`src/rtl/pc_sequencer_pkg.sv`:
```
// Shared constants for the fetch-stage PC sequencer.
//   - NPCOp selector codes driven by the decode-stage control unit
//   - reset vector, exception handler vector, legal fetch window
//   - helper to classify an illegal fetch address
package pc_sequencer_pkg;

  // Next-PC selector codes. Any other value is treated as sequential fetch.
  localparam logic [7:0] NPC_PC4     = 8'd0;
  localparam logic [7:0] NPC_BRANCH  = 8'd1;
  localparam logic [7:0] NPC_JUMP    = 8'd2;
  localparam logic [7:0] NPC_JUMPREG = 8'd3;

  // Fixed vectors.
  localparam logic [31:0] RESET_VEC   = 32'h0000_3000;
  localparam logic [31:0] HANDLER_VEC = 32'h0000_4180;

  // Inclusive legal fetch window (word addresses).
  localparam logic [31:0] FETCH_LO = 32'h0000_3000;
  localparam logic [31:0] FETCH_HI = 32'h0000_6FFC;

  // Misaligned or outside the instruction memory window.
  function automatic logic fetch_addr_bad(input logic [31:0] pc);
    return (pc[1:0] != 2'b00) || (pc < FETCH_LO) || (pc > FETCH_HI);
  endfunction

endpackage

```
`src/rtl/pc_sequencer_npc.sv`:
```
// npc_calc: purely combinational next-PC target for the instruction in D.
// Ports:
//   pcf_i      current fetch PC (sequential fallback)
//   pcd_i      PC of the D-stage instruction (branch/jump base)
//   npc_op_i   next-PC selector
//   cmp_i      branch taken flag from the D-stage comparator
//   imm16_i    branch offset field
//   imm26_i    jump index field
//   regjump_i  forwarded rs for jr/jalr
//   npc_o      selected target
//   bd_o       1 when the instruction now being fetched sits in a delay slot
module npc_calc
  import pc_sequencer_pkg::*;
(
  input  logic [31:0] pcf_i,
  input  logic [31:0] pcd_i,
  input  logic [7:0]  npc_op_i,
  input  logic        cmp_i,
  input  logic [15:0] imm16_i,
  input  logic [25:0] imm26_i,
  input  logic [31:0] regjump_i,
  output logic [31:0] npc_o,
  output logic        bd_o
);

  logic signed [31:0] br_off;
  logic        [31:0] pc_plus4;
  logic        [31:0] br_target;

  // Word offset, sign-extended and scaled to bytes.
  assign br_off    = {{14{imm16_i[15]}}, imm16_i, 2'b00};
  assign pc_plus4  = pcf_i + 32'd4;
  assign br_target = pcd_i + 32'd4 + $unsigned(br_off);

  always_comb begin
    npc_o = pc_plus4;
    bd_o  = 1'b0;
    case (npc_op_i)
      NPC_BRANCH: begin
        // Delay slot exists whether or not the branch is taken.
        npc_o = cmp_i ? br_target : pc_plus4;
        bd_o  = 1'b1;
      end
      NPC_JUMP: begin
        npc_o = {pcd_i[31:28], imm26_i, 2'b00};
        bd_o  = 1'b1;
      end
      NPC_JUMPREG: begin
        // No alignment masking: a bad rs surfaces as a fetch exception.
        npc_o = regjump_i;
        bd_o  = 1'b1;
      end
      default: begin
        // NPC_PC4 and undefined codes: plain sequential fetch, no delay slot.
        npc_o = pc_plus4;
        bd_o  = 1'b0;
      end
    endcase
  end

endmodule

```
`src/rtl/pc_sequencer.sv`:
```
// pc_sequencer: fetch PC register with redirect precedence
//   reset > Req > Stall > Eret > NPCOp.
// Ports:
//   clk, reset   clock and synchronous active-high reset
//   Stall        hold F and D
//   NPCOp        next-PC selector for D
//   CMPOut       branch taken flag
//   PCD          PC of D instruction
//   Imm16, Imm26 branch offset / jump index of D instruction
//   RegJump      forwarded rs for register jumps
//   Req          exception/interrupt redirect from CP0
//   Eret         eret in D
//   EPC          eret return address
//   PCF          registered fetch address
//   BDF          registered delay-slot flag for the instruction at PCF
//   ExcAdELF     combinational fetch address error
module pc_sequencer
  import pc_sequencer_pkg::*;
(
  input  logic        clk,
  input  logic        reset,
  input  logic        Stall,
  input  logic [7:0]  NPCOp,
  input  logic        CMPOut,
  input  logic [31:0] PCD,
  input  logic [15:0] Imm16,
  input  logic [25:0] Imm26,
  input  logic [31:0] RegJump,
  input  logic        Req,
  input  logic        Eret,
  input  logic [31:0] EPC,
  output logic [31:0] PCF,
  output logic        BDF,
  output logic        ExcAdELF
);

  logic [31:0] pcf_q, pcf_d;
  logic        bdf_q, bdf_d;
  logic [31:0] npc;
  logic        npc_bd;

  npc_calc u_npc_calc (
    .pcf_i     (pcf_q),
    .pcd_i     (PCD),
    .npc_op_i  (NPCOp),
    .cmp_i     (CMPOut),
    .imm16_i   (Imm16),
    .imm26_i   (Imm26),
    .regjump_i (RegJump),
    .npc_o     (npc),
    .bd_o      (npc_bd)
  );

  // Precedence below reset; Req wins even over a stall so an exception is
  // never lost behind a hazard freeze.
  always_comb begin
    pcf_d = pcf_q;
    bdf_d = bdf_q;
    if (Req) begin
      pcf_d = HANDLER_VEC;
      bdf_d = 1'b0;
    end else if (!Stall) begin
      if (Eret) begin
        pcf_d = EPC;
        bdf_d = 1'b0;
      end else begin
        pcf_d = npc;
        bdf_d = npc_bd;
      end
    end
  end

  always_ff @(posedge clk) begin
    if (reset) begin
      pcf_q <= RESET_VEC;
      bdf_q <= 1'b0;
    end else begin
      pcf_q <= pcf_d;
      bdf_q <= bdf_d;
    end
  end

  assign PCF      = pcf_q;
  assign BDF      = bdf_q;
  assign ExcAdELF = fetch_addr_bad(pcf_q);

endmodule

```
`config.mk`:
```
export PLATFORM = sky130hd
export DESIGN_NAME = pc_sequencer
export DESIGN_NICKNAME = d
export VERILOG_FILES = /design/src/rtl/pc_sequencer_pkg.sv /design/src/rtl/pc_sequencer_npc.sv /design/src/rtl/pc_sequencer.sv
export SDC_FILE = /design/constraint.sdc
export NUM_CORES = 1
export LEC_CHECK = 0
export ABC_AREA = 1
export CAP_MARGIN = 25
export CORE_MARGIN = 1
export CORE_UTILIZATION = 30
export CTS_BUF_LIST = sky130_fd_sc_hd__clkbuf_16
export CTS_CLUSTER_SIZE = 25
export DETAILED_ROUTE_END_ITERATION = 12
export PLACE_DENSITY = 0.66
export SLEW_MARGIN = 20
export SYNTH_ARGS = -nofsm -noshare
export SYNTH_HDL_FRONTEND = slang
export SYNTH_SLANG_ARGS = --single-unit
```
`constraint.sdc`:
```
create_clock -name clk -period 3.1 [get_ports clk]
set_input_delay 0.62 -clock clk [delete_from_list [all_inputs] [get_ports clk]]
set_output_delay 0.62 -clock clk [all_outputs]
set_load 0.01 [all_outputs]
```
# Word-level counts from Yosys, hierarchy flattened
# Cells that the tools add are included.
dict set report op_classes {
  n_addsub 3
  order_cmp 2
  n_eq_ne 4
  mux 7
  n_reduce_logical 5
}
# operator n
set ops {}
lappend ops {{one-hot mux 32 bit (3 select lines)} 1}
lappend ops {{adder 32 x 3 -> 32 bit (second input constant)} 2}
lappend ops {{2-to-1 mux 32 bit} 2}
lappend ops {{adder 32 bit} 1}
lappend ops {{greater-than comparator 32 x 15 -> 1 bit (second input constant)} 1}
lappend ops {{less-than comparator 32 x 14 -> 1 bit (second input constant)} 1}
lappend ops {{2-to-1 mux 15 bit} 2}
lappend ops {{equality test 8 x 2 -> 1 bit (second input constant)} 2}
lappend ops {{equality test 8 x 1 -> 1 bit (second input constant)} 1}
lappend ops {{OR reduction 3 bit} 1}
lappend ops {{logical OR 1 bit} 2}
lappend ops {{2-to-1 mux 1 bit} 2}
lappend ops {{inequality test 2 x 1 -> 1 bit (second input constant)} 1}
lappend ops {{nonzero test 2 bit} 1}
lappend ops {{OR reduction 2 bit} 1}
dict set report totals {
  ff_bits 33
  input_bits 152
  output_inout_bits 34
  word_cells 24
}

# Logic depth before layout (Yosys ltp)
dict set report logic_depth {
  ltp_word 7
  mapped_depth 19
  depth_no_buf 19
}

# Hierarchy
# A second synthesis with hierarchy kept.
dict set report unflattened {
  hier_cells 1085
  area_unflattened_um2 6042.0
}
# mod instances cells_each area_each_um2 seq_area_each_um2
set modules_own_cells {}
lappend modules_own_cells {npc_calc 1 846 4346.7 0.0}
lappend modules_own_cells {pc_sequencer 1 239 1695.4 660.6}

# Least setup slack after synthesis
# No wires, ideal clock.
dict set report synth_path {
  path_type {input -> register}
  start {in PCD[3]}
  end {reg pcf_q[31], in the netlist PCF[31]}
  setup_ns 0.121
  t_arrival_ns 2.447
  t_required_ns 2.979
  slack_ns 0.532
  path_stages 16
  path_buffers 0
  path_cell_list {ha_1 -> ha_1 -> inv_1 -> fa_1 -> inv_1 -> nand2_1 -> o21ai_1 -> nand2_1 -> nand3_1 -> nand2_1 -> nand3_1 -> nand3_1 -> nand2_1 -> nand2_1 -> nand2_1 -> a21oi_1}
}
dict set report synth_via {
  elab_chain_cells 5
}
# element line
set synth_lines {}
lappend synth_lines {{start: declaration} pc_sequencer.sv:25} ;# input logic [31:0] PCD,
lappend synth_lines {{adder 32 x 3 -> 32 bit} pc_sequencer_npc.sv:33} ;# assign br_target = pcd_i + 32'd4 + $unsigned(br_off);
lappend synth_lines {{adder 32 bit} pc_sequencer_npc.sv:33}
lappend synth_lines {{2-to-1 mux 32 bit} pc_sequencer_npc.sv:41} ;# npc_o = cmp_i ? br_target : pc_plus4;
lappend synth_lines {{one-hot mux 32 bit (3 select lines)} pc_sequencer_npc.sv:38} ;# case (npc_op_i)
lappend synth_lines {{2-to-1 mux 32 bit} pc_sequencer.sv:63} ;# if (Eret) begin
lappend synth_lines {{end signal: assignment} pc_sequencer.sv:78} ;# pcf_q <= pcf_d;
lappend synth_lines {{end: declaration} pc_sequencer.sv:37} ;# logic [31:0] pcf_q, pcf_d;
# Every way passes these cells.
# A chain may end at the register's enable or synchronous reset.

# Final worst setup path
dict set report layout_path {
  start {in PCD[10]}
  end {reg pcf_q[18], in the netlist PCF[18]}
}
# Same word-level chain as after synthesis.

==> metrics <==
Crit Path Max Fanout=5; worst hold path cell count=2; Final min period=2.92 ns; Residual DRC=0; relative max-transition margin=59.8%; area growth from synthesis to layout=45.5%; fraction of layout cells with a size suffix above 1=8.91%; worst reg-to-reg setup slack=0.78 ns; total wire length=25800 µm; proportion of power drawn by the clock network=30.0%; largest stage delay on the critical path=0.40 ns; endpoints failing hold=0; placement row count=51; H-tree levels=2; Num CTS Buffers=5; grt ovf=0; endpoint of the worst hold-timing path=BDF$_SDFFE_PP0N_; count of buffers added by post-CTS timing repair for setup=0; run status=complete, no violations; CP startpoint kind=input port; clock root buffer=sky130_fd_sc_hd__clkbuf_16; Initial Util=30.9%; sequential element share of the synthesized area=10.8%; number of optimization iterations in the first detailed-route pass=6; total global-route track usage=25.6%; total placed instance area=8660 µm²; number of global-route vias before repair=7825; Power Total=0.00225 W; final antenna diode count=0; synthesized instance count=1115; area share of the leading cell type in the synthesized netlist=24.4%; CP startpoint=PCD[10]; cell internal power dissipation=0.00144 W; most used flip-flop cell after synthesis=sky130_fd_sc_hd__dfxtp_1; die outline width=145 µm; Critical path buffers and inverters=2; maximum buffer depth of the clock tree=2; Synth Area per Inst=5.47 µm²; number of pins with negative max-slew slack in the final report=0; fmax=0.342 GHz; final weighted congestion of routability-driven global placement=0.967; Floorplan Core Area=19700 µm²; number of enable-type register cells in the synthesized netlist=0; unrepaired setup endpoints after global routing=true; fraction of power spent switching nets=36.2%; Final Skew=0.00555 ns; final setup violating endpoints=0; half-perimeter wire length after detailed placement=22000 µm; required time reported for the critical path endpoint=3.33 ns; net count reported at finish=1557; total standard cell area after synthesis=6100 µm²; Sequential Power Share=21.3%; area enclosed by the die boundary=20900 µm²; Yosys top cell by area=sky130_fd_sc_hd__nand2_1; Yosys reg bits=33; ports placed on the boundary=186; total of cells resized after clock tree synthesis=0; max_cap viols=0; Worst R2R End=PCF[16]$_SDFFE_PP0N_; transition time at the pin with the least slew margin=0.602 ns; Layout Cell Area excl Fill=8880 µm²; classification of the worst-slack hold path=reg2reg; post-route fraction of the period consumed by the critical path=94.3%; Setup CP Type=in2reg; number of distinct library cells after synthesis=52; hold_buf cts=0; post-DR vias/cell=4.96; TritonCTS clock tree=done; detailed router's first-iteration violation count=529; largest net degree at the start of global routing=29; slowest CP cell=sky130_fd_sc_hd__clkdlybuf4s50_1; Cell Pwr Density=254 nW/µm²; number of antenna violations at the first check in global routing=0; combinational group share of total power=48.8%; Crit path top cell by count=sky130_fd_sc_hd__nand2_1; net load switching power=0.000817 W; per-cell routed wire length=16.0 µm; clock net sink count=33; register clock-pin slew on the reported worst setup and hold paths=0.06 ns; async set-reset flop share out of synthesis=0%; start of the worst register-to-register path=PCF[3]$_SDFFE_PP0N_; die span in y=145 µm; top cells by area, synth=sky130_fd_sc_hd__nand2_1 (24%), sky130_fd_sc_hd__ha_1 (12%), sky130_fd_sc_hd__dfxtp_1 (11%); YS warnings=0; leak pwr=4.21 nW; DR vias=8001; clock insertion delay at the later pin of the skew report=0.29 ns; Routed Antenna Nets=0; cell family with most CP delay=simple AND/OR/NAND/NOR gates; Critical Path AT=3.16 ns; Post-Syn Nets=1326; ordered list of cells on the worst path=clkdlybuf4s50_1 > ha_1 > ha_1 > nand2_1 > nor2_1 > nand3_1 > nand3_1 > a21oi_1 > nand2_1 > nand2_1 > nor2_1 > buf_4 > o21a_1; total of buffers placed on input and output ports=185; global-route wire length before repair=40600 µm; maximum resistive drop on vdd=0.283 mV; Worst Min Path Start=BDF$_SDFFE_PP0N_; kind of end point of the critical path=flip-flop; length in cells of the worst reg-to-reg path=10
## worst max path at each step
stage                                       to  slack [ns]  depth (start not counted)
after floorplan           PCF[31]$_SDFFE_PP0N_        0.53                         16
after global placement    PCF[26]$_SDFFE_PP0N_       -0.12                         16
after detailed placement  PCF[23]$_SDFFE_PP0N_       -0.11                         21
after CTS                 PCF[23]$_SDFFE_PP0N_        0.18                         21
after global routing      PCF[31]$_SDFFE_PP0N_       -0.02                         17
final                     PCF[18]$_SDFFE_PP0N_        0.18                         13
## worst reg2reg max path: cells and delay by family, from the launching register on
family / cells / cell delay, ns
AO/OA/AOI/OAI: 2 / 0.21
XOR/XNOR: 1 / 0.27
adder cells (fa/ha/maj): 1 / 0.29
flip-flops: 1 / 0.46
AND/OR/NAND/NOR: 6 / 0.98
## cell type report
class	count	area [µm²]
clock buffers	5	125
clock inverters	3	68.8
fillers	2115	10800
inverters	171	647
multi-input cells	888	4700
flip-flops and latches	33	661
well taps	265	332
repair buffers	247	2340
## synth_stat cells, types with 11 or more instances
| master | instances |
|---|---|
| sky130_fd_sc_hd__nand4_1 | 14 |
| sky130_fd_sc_hd__xor2_1 | 15 |
| sky130_fd_sc_hd__a21oi_1 | 84 |
| sky130_fd_sc_hd__nor2_1 | 94 |
| sky130_fd_sc_hd__inv_1 | 161 |
| sky130_fd_sc_hd__a22o_1 | 11 |
| sky130_fd_sc_hd__o21ai_1 | 11 |
| sky130_fd_sc_hd__nand3_1 | 74 |
| sky130_fd_sc_hd__o21ai_0 | 43 |
| sky130_fd_sc_hd__ha_1 | 58 |
| sky130_fd_sc_hd__dfxtp_1 | 33 |
| sky130_fd_sc_hd__nand2_1 | 396 |
| sky130_fd_sc_hd__nor3_1 | 13 |
## metal layers
metal	track usage, %	vias up	wire length, µm
li1	-	4050	-
met1	33.8	3591	11500
met2	43.4	326	11500
met3	3.64	34	2240
met4	5.82	0	528
met5	0	-	0
## kinds of logic after synthesis
group                      Yosys count  synth area share (%)
AOI/OAI and AO/OA                  176                  16.2
xor gates and xnor gates            20                  2.87
and+or+nand+nor                    633                  45.4
DFF                                 33                  10.8
buffers and inverters              194                  12.5
adders and majority gates           59                  12.2
## power by group through the flow
stage          Clock, W  Combinational, W  Sequential, W
2_1_floorplan         0          0.000551       0.000485
3_3_place_gp          0           0.00108       0.000489
3_5_place_dp          0           0.00108       0.000488
4_1_cts        0.000678           0.00109       0.000479
5_1_grt        0.000698           0.00123       0.000482
6_report       0.000675           0.00110       0.000479
## flip-flops by register name, summed over array words and instances (netlist names), named ones only
name  flops
PCF      30
BDF       1
## stage by stage
stage               TNS, ns  worst slack, ns  hold slack, ns  instances  utilization, %
floorplan                 0            0.532           0.490       1115               -
global placement     -0.519           -0.123           0.482       1604            43.9
detailed placement   -0.642           -0.106           0.471       1604            43.9
CTS                       0            0.184           0.488       1612            44.9
global route        -0.0173          -0.0156           0.497       1612            45.0
finish                    0            0.178           0.486       1612            45.0
## placed cells by master, fill, tap and decap left out, drive strengths merged, types with 3 or more instances in the layout
| cell type | Yosys | routed |
|---|---|---|
| a211oi | 4 | 4 |
| a21oi | 85 | 85 |
| a22o | 11 | 11 |
| a31oi | 5 | 5 |
| buf | 14 | 62 |
| clkbuf | 9 | 5 |
| clkdlybuf4s50 | 0 | 185 |
| dfxtp | 33 | 33 |
| ha | 58 | 58 |
| inv | 169 | 170 |
| nand2 | 402 | 402 |
| nand3 | 81 | 81 |
| nand3b | 3 | 3 |
| nand4 | 14 | 14 |
| nor2 | 105 | 105 |
| nor3 | 17 | 17 |
| o21ai | 54 | 54 |
| or2 | 5 | 5 |
| xnor2 | 5 | 5 |
| xor2 | 15 | 15 |
(Power assumes the default switching activity.)
